**src/rtl/decode.sv**
```systemverilog
// ---------------------------------------------------------------------------
// decode: instruction decode and operand-fetch stage, upstream of the ALU.
//
// Owns the 32x32 integer register file. When the pipeline stage counter
// reaches 2 it decodes the instruction word, reads rs1/rs2, builds the
// immediate, registers operand A, operand B and the pass-through value, and
// then raises one-cycle load strobes so the ALU can latch them.
//
// Ports:
//   clk, reset        clock (rising edge), synchronous active-high reset
//   stage_i[2:0]      global pipeline stage counter (decode runs in stage 2)
//   ir_i[31:0]        instruction word, stable while stage_i == 2
//   wb_en_i           register-file write enable from write-back
//   wb_rd_i[4:0]      write destination index (x0 writes are dropped)
//   wb_data_i[31:0]   write data
//   readd_a_o         operand A to the ALU
//   readd_b_o         operand B to the ALU
//   readd_pass_o      pass-through value to the ALU (store data)
//   readin_a_o / readin_b_o / readin_pass_o
//                     one-cycle load strobes, high only in STROBE
//   itype_o[4:0]      instruction type code, 0 for an illegal opcode
//   illegal_o         one-cycle pulse for an unrecognised opcode
//   busy_o            high whenever the FSM is not IDLE
//
// Handshake: there is no back-pressure. Each stage-2 entry produces exactly
// one decode; data and strobes are registered on the same edge, the strobes
// stay high for one cycle and the data holds until the next decode.
//
// Build option: define DECODE_WB_BYPASS_EN to forward a same-cycle
// write-back into the operands read during FETCH.
// ---------------------------------------------------------------------------
module decode (
    input  logic        clk,
    input  logic        reset,
    input  logic [2:0]  stage_i,
    input  logic [31:0] ir_i,
    input  logic        wb_en_i,
    input  logic [4:0]  wb_rd_i,
    input  logic [31:0] wb_data_i,
    output logic [31:0] readd_a_o,
    output logic [31:0] readd_b_o,
    output logic [31:0] readd_pass_o,
    output logic        readin_a_o,
    output logic        readin_b_o,
    output logic        readin_pass_o,
    output logic [4:0]  itype_o,
    output logic        illegal_o,
    output logic        busy_o
);

    // Shared one-hot instruction-type codes (bit 3 is reserved for B-type).
    localparam logic [4:0] RTYPE = 5'b00001;
    localparam logic [4:0] ITYPE = 5'b00010;
    localparam logic [4:0] STYPE = 5'b00100;
    localparam logic [4:0] UTYPE = 5'b10000;

    typedef enum logic [1:0] {IDLE, FETCH, STROBE} state_t;

    state_t      state, state_nxt;
    logic        armed, armed_nxt;
    logic [31:0] regs [32];

    logic [31:0] a_nxt, b_nxt, pass_nxt;
    logic [4:0]  itype_nxt;
    logic        illegal_nxt, sa_nxt, sb_nxt, sp_nxt;

    // Register file: write-back has the array to itself, x0 stays zero.
    always_ff @(posedge clk) begin
        if (reset) begin
            for (int i = 0; i < 32; i++) regs[i] <= '0;
        end else if (wb_en_i && (wb_rd_i != 5'd0)) begin
            regs[wb_rd_i] <= wb_data_i;
        end
    end

    logic [6:0]  opcode;
    logic [4:0]  rs1, rs2;
    logic [31:0] rs1_val, rs2_val;

    assign opcode = ir_i[6:0];
    assign rs1    = ir_i[19:15];
    assign rs2    = ir_i[24:20];

    always_comb begin
        rs1_val = (rs1 == 5'd0) ? 32'd0 : regs[rs1];
        rs2_val = (rs2 == 5'd0) ? 32'd0 : regs[rs2];
`ifdef DECODE_WB_BYPASS_EN
        // Forward the value being written this edge so FETCH sees it now.
        if (wb_en_i && (wb_rd_i != 5'd0) && (wb_rd_i == rs1)) rs1_val = wb_data_i;
        if (wb_en_i && (wb_rd_i != 5'd0) && (wb_rd_i == rs2)) rs2_val = wb_data_i;
`endif
    end

    // Opcode classification and operand selection.
    logic        dec_legal, dec_spass;
    logic [4:0]  dec_itype;
    logic [31:0] dec_a, dec_b, dec_pass;

    always_comb begin
        dec_legal = 1'b1;
        dec_spass = 1'b0;
        dec_itype = 5'd0;
        dec_a     = 32'd0;
        dec_b     = 32'd0;
        dec_pass  = 32'd0;
        case (opcode)
            7'b0110011: begin
                dec_itype = RTYPE;
                dec_a     = rs1_val;
                dec_b     = rs2_val;
            end
            7'b0010011, 7'b0000011: begin
                dec_itype = ITYPE;
                dec_a     = rs1_val;
                dec_b     = {{20{ir_i[31]}}, ir_i[31:20]};
            end
            7'b0100011: begin
                dec_itype = STYPE;
                dec_a     = rs1_val;
                dec_b     = {{20{ir_i[31]}}, ir_i[31:25], ir_i[11:7]};
                dec_pass  = rs2_val;
                dec_spass = 1'b1;
            end
            7'b0110111: begin
                dec_itype = UTYPE;
                dec_b     = {ir_i[31:12], 12'b0};
            end
            default: dec_legal = 1'b0;
        endcase
    end

    // FSM state, armed flag and registered outputs.
    always_ff @(posedge clk) begin
        if (reset) begin
            state         <= IDLE;
            armed         <= 1'b1;
            readd_a_o     <= '0;
            readd_b_o     <= '0;
            readd_pass_o  <= '0;
            readin_a_o    <= 1'b0;
            readin_b_o    <= 1'b0;
            readin_pass_o <= 1'b0;
            itype_o       <= '0;
            illegal_o     <= 1'b0;
        end else begin
            state         <= state_nxt;
            armed         <= armed_nxt;
            readd_a_o     <= a_nxt;
            readd_b_o     <= b_nxt;
            readd_pass_o  <= pass_nxt;
            readin_a_o    <= sa_nxt;
            readin_b_o    <= sb_nxt;
            readin_pass_o <= sp_nxt;
            itype_o       <= itype_nxt;
            illegal_o     <= illegal_nxt;
        end
    end

    always_comb begin
        state_nxt   = state;
        armed_nxt   = armed;
        a_nxt       = readd_a_o;
        b_nxt       = readd_b_o;
        pass_nxt    = readd_pass_o;
        itype_nxt   = itype_o;
        illegal_nxt = 1'b0;
        sa_nxt      = 1'b0;
        sb_nxt      = 1'b0;
        sp_nxt      = 1'b0;

        // Leaving stage 2 re-arms, so a long stage 2 decodes only once.
        if (stage_i != 3'd2) armed_nxt = 1'b1;

        case (state)
            IDLE: begin
                if ((stage_i == 3'd2) && armed) begin
                    armed_nxt = 1'b0;
                    state_nxt = FETCH;
                end
            end
            FETCH: begin
                if (dec_legal) begin
                    a_nxt     = dec_a;
                    b_nxt     = dec_b;
                    pass_nxt  = dec_pass;
                    itype_nxt = dec_itype;
                    // Strobe registers rise together with the entry to STROBE.
                    sa_nxt    = 1'b1;
                    sb_nxt    = 1'b1;
                    sp_nxt    = dec_spass;
                    state_nxt = STROBE;
                end else begin
                    itype_nxt   = 5'd0;
                    illegal_nxt = 1'b1;
                    state_nxt   = IDLE;
                end
            end
            STROBE: state_nxt = IDLE;
            default: state_nxt = IDLE;
        endcase
    end

    assign busy_o = (state != IDLE);

endmodule
```
**config.mk**
```make
export PLATFORM = sky130hd
export DESIGN_NAME = decode
export DESIGN_NICKNAME = d
export VERILOG_FILES = /design/src/rtl/decode.sv
export SDC_FILE = /design/constraint.sdc
export NUM_CORES = 2
export LEC_CHECK = 0
export BUFFER_PORTS_ARGS = -buffer_cell sky130_fd_sc_hd__buf_2
export CORE_MARGIN = 4
export CORE_UTILIZATION = 52
export CTS_CLUSTER_DIAMETER = 40
export DETAILED_ROUTE_END_ITERATION = 8
export GPL_TIMING_DRIVEN = 0
export PLACE_DENSITY = 0.82
export SLEW_MARGIN = 40
export SYNTH_ARGS = -nofsm -noshare
export SYNTH_HDL_FRONTEND = slang
export SYNTH_SLANG_ARGS = --single-unit
```
**constraint.sdc**
```tcl
create_clock -name clk -period 2 [get_ports clk]
set_clock_uncertainty 0.05 [all_clocks]
set_input_delay 0.1 -clock clk [delete_from_list [all_inputs] [get_ports clk]]
set_output_delay 0.1 -clock clk [all_outputs]
set_load 0.02 [all_outputs]
```
=== Word level (Yosys, flattened, before mapping) ===
Memory sizes are Yosys's and may differ from the RTL's.
Cells that the tools add are included.

* Bits in registers: 107
* Bits in writable memories: 1024
* Input port bits: 75
* Output and inout bits: 106
* Logic and storage cells: 60
* Memories kept: 1

* Equality and inequality tests: 9
* Multiplexer cells: 25
* Bitwise logic cells: 2
* Reduce and logical (&&, ||, !) cells: 14

{| class="wikitable"
|+ Memories
! name !! depth !! bits a word !! read ports !! clocked after Yosys merged registers in !! wr ports !! line !! RTL
|-
| regs || 32 || 32 || 2 || 0 || 32 || 61 || <nowiki>logic [31:0] regs [32];</nowiki>
|}

{| class="wikitable"
|+ Operators by type and width
! operator !! count
|-
| 32-bit 2-to-1 mux || 5
|-
| 32-bit case mux with 4 select lines || 1
|-
| 32-bit OR reduction || 1
|-
| 7-bit by 6-bit == test with 1-bit output, second input constant || 3
|-
| 5-bit case mux with 4 select lines || 1
|-
| 1-bit 2-to-1 mux || 13
|-
| 5-bit logical NOT || 2
|-
| 5-bit 2-to-1 mux || 2
|-
| 7-bit by 2-bit == test with 1-bit output, second input constant || 1
|-
| 7-bit by 5-bit == test with 1-bit output, second input constant || 1
|-
| 5-bit nonzero test || 1
|-
| 5-bit OR reduction || 1
|-
| 2-bit 2-to-1 mux || 2
|-
| 2-bit case mux with 2 select lines || 1
|-
| 2-bit OR reduction || 2
|-
| 4-bit OR reduction || 1
|-
| 3-bit by 2-bit == test with 1-bit output, second input constant || 1
|-
| 3-bit by 2-bit != test with 1-bit output, second input constant || 1
|-
| 3-bit OR reduction || 1
|-
| 2-bit by 1-bit == test with 1-bit output, second input constant || 1
|-
| 1-bit logical AND || 2
|-
| 2-bit logical NOT || 1
|-
| 2-bit != test, second input constant || 1
|-
| 1-bit inverter || 2
|-
| 2 further kinds || 2
|}

=== Logic depth before layout (Yosys ltp) ===
* Word-level depth: 7
* Mapped depth: 9
* Gate-level depth less buffers: 5

=== Least setup slack after synthesis ===
Ideal clock, no wire load.

* Kind: input to register
* Start: in ir_i[16]
* End: reg readd_a_o[18]
* Library setup time: 117 ps
* Arrival: 1916 ps
* Required time: 1833 ps
* Slack: -83 ps
* Cell stages on the path: 7
* Path buffers: 3
* Path through: clkbuf_1 clkbuf_1 clkbuf_1 mux4_2 mux4_2 a22oi_1 nand2_1

* Word-level cells in the longest chain between the ends: 3
* Elaborated cells between the ends (all ways): 4
* Those cells by class: 2 x mux; 1 x reduce/logical; 1 x memory

{| class="wikitable"
|+ RTL lines
! what !! line !! RTL
|-
| start: declaration || 36 || <nowiki>input logic [31:0] ir_i,</nowiki>
|-
| memory read 32 x 32 bit or 5-bit logical NOT (tied branches) || n/a ||
|-
| 32-bit 2-to-1 mux (*) || 85 || <nowiki>rs1_val = (rs1 == 5'd0) ? 32'd0 : regs[rs1];</nowiki>
|-
| 32-bit 2-to-1 mux (*) || 106 || <nowiki>case (opcode)</nowiki>
|-
| end signal: assignment || 148 || <nowiki>readd_a_o <= a_nxt;</nowiki>
|-
| end: declaration || 40 || <nowiki>output logic [31:0] readd_a_o,</nowiki>
|}

Every way passes the cells marked *; elsewhere a longest branch is shown, timed or not.
A chain may end at the register's enable or synchronous reset.

=== Worst setup path after layout ===
* Start: in ir_i[16]
* End: reg readd_a_o[31]

The elaborated chain is that of the path after synthesis.

==> metrics.yaml <==
status: "complete, but fails checks"
violations: "negative setup slack"
antenna_found_initial: 20
tightest_slew_ps: 986
power_leakage_nw: 23.6
synth-async-reset-ratio_pct: 0
crit_path_max_incr_delay_ps: 530
synth_top_area_share_pct: 53.2
yosysSeqAreaShare_pct: 56.8
ys_types: 61
reg2reg_slack_ps: -230
numPlacedInstances: 5525
fp.dieW_um: 342
ys_seq_elements: 1130
startpoint: "ir_i[16]"
syn_inst: 3829
row_count: 122
syn-mean-instance-area_um2: 15.1
cts_tree: "yes"
vias_per_cell: 6.96
whs_ps: 72.5
drt_first_iter_violations: 8050
post_drt_wl_per_cell_um: 35.9
yosysMostFrequentCell: "edfxtp_1"
dp_slack_ps: -1270
fin_crit_sh_pct: 116
drt_first_pass_iters: 7
layout-drive-gt1-share_pct: 29.9
port_buffers: 173
cp_max_fo: 10
reg2reg_to: "readd_a_o[31]"
hp-start: "ir_i[5]"
synth_area_um2: 57800
fin_cells: 5850
drc: 0
end_kind: "flip-flop"
final_area_um2: 67000
synth_top_cells_by_area: "edfxtp_1, mux4_2, and2_1"
crit_chain: "clkbuf_1 -> buf_2 -> clkbuf_2 -> mux4_2 -> mux4_2 -> a22oi_2 -> nand2_1"
ir_worst_vdd_mv: 0.867
cts_buffers: 136
fillers: 7696
clockRootBuffer: "clkbuf_16"
drv_cap: 0
syn_to_final_growth_pct: 15.9
critPathLaunchType: "primary input"
power_density_nw_per_um2: 899
hold_viol_final: 0
relSlewSlack_pct: 34.0
grt_pass1_wl_mm: 289
core_region_area_um2: 111000
dieHeight_um: 342
fmax_mhz: 430
grt_usage_pct: 35.5
critical_path.slowest_cell: "clkbuf_2"
routed_wl_mm: 210
hpwl_mm: 157
dieArea_um2: 117000
period_needed_ps: 2320
clkTransAtPathRegs_ps: 60
grt_max_degree: 33
crit_type: "primary input to flip-flop"
placed_cell_area_um2: 60900
first_global_vias: 39977
drv_slew: 0
numClockSinks: 1130
place_congestion: 1.02
synth-main-ff-cell: "edfxtp_1"
crit_end: "readd_a_o[31]"
clk_latency_ps: 760
vias: 40689
finalSetupViolCount: 408
synth.largest_area_cell: "edfxtp_1"
ant_nets: 0
io_pins: 181
hp-class: "primary input to flip-flop"
synth_common_cells: "edfxtp_1, and2_1, mux4_2, clkbuf_1, nand2_1"
arrival_ps: 2890
rsz0062_at_grt: "yes"
cts_buffer_depth: 3
setup-tns-final_ps: -44280
path_common_cell: "mux4_2"
nets: 4323
start_util_pct: 52.3
yosysWarnings: 0
fin_ws_ps: -325
regToRegStartpoint: "regs[3][31]"
ff2ff_path_depth: 4
h-tree-depth: 4
overflow: 0
required_ps: 2560
synth_edf_count: 1024
[per-layer routing]
metal / vias to the layer above / global-route usage, % / routed length (um)
met5: - / 0.417 / 322
met4: 20 / 23.3 / 18200
met1: 20043 / 40.3 / 61300
li1: 15529 / - / -
met3: 1036 / 19.4 / 40900
met2: 4061 / 51.9 / 89200
[layout by cell type (no fill, tap or decap), types with 32 or more instances in the layout]
cell type / n
a22oi_2: 44
a21oi_1: 43
dfxtp_1: 105
mux4_2: 539
clkbuf_16: 142
nand2_1: 118
nor2_1: 48
or2_4: 32
edfxtp_1: 1024
dlygate4sd3_1: 59
buf_2: 215
and2_1: 996
clkbuf_1: 238
mux2i_1: 73
buf_4: 43
clkbuf_2: 55
conb_1: 33
a22oi_1: 50
o22ai_1: 38
[critical path, delay by kind of cell]
family	cells	cell delay, ps
muxes	2	1010
AOI/OAI and AO/OA	1	390
buffers and inverters	3	1230
and+or+nand+nor	1	140
[repair_timing]
action / CTS / global route
endpoints found under the setup margin: 1099 / 1521
setup buffers: 8 / 7
gates cloned: 0 / 1
gates resized for setup: 142 / 101
hold buffers: 58 / 1
pin swaps: 25 / 27
hold endpoints to repair: 77 / 1
[metrics by stage]
step           total power, mW  util [%]
2_1_floorplan             31.5         -
3_3_place_gp              33.9      54.9
3_5_place_dp              34.2      55.1
4_1_cts                   59.3      60.3
5_1_grt                   61.0      60.6
6_report                  60.3      60.6
[kinds of logic (layout without fill, tap and decap cells)]
group	after synthesis	in the layout	synth area share (%)
simple gates	1346	1347	13.7
flops	1130	1130	56.8
mux	638	638	22.8
buf+inv	409	896	3.08
compound gates	305	305	3.68
other cells	1	46	0.00648
[area by class of cell]
cell class	instances	area, um2	area share, %
diodes	13	32.5	0.0485
plain buffers	397	1980	2.95
clock buffers	161	3680	5.50
clock inverters	78	898	1.34
inverters	10	37.5	0.0560
multi-input cells	2323	24000	35.8
flip-flops and latches	1130	32900	49.0
well taps	1488	1860	2.78
repair buffers	250	1640	2.44
[sequential cells by signal, summed over array words and instances (netlist names)]
name / flops
itype_o: 4
armed: 1
readd_b_o: 32
regs: 1024
readd_a_o: 32
readin_pass_o: 1
state: 2
readd_pass_o: 32
readin_b_o: 1
illegal_o: 1
[power by group]
part	switching, mW	total (mW)	internal, mW
Clock	10.4	25.6	15.2
Combinational	4.36	7.09	2.72
Sequential	0.664	27.6	26.9
Total	15.4	60.3	44.9
[worst min-delay path by stage]
stage	end	depth (start not counted)	slack (ps)
floorplan	armed	2	150
detailed placement	armed	3	260
global placement	armed	3	250
CTS	readd_b_o[4]	5	10
global route	readd_pass_o[13]	5	80
finish	readd_b_o[11]	5	70
(Power assumes the default switching activity.)
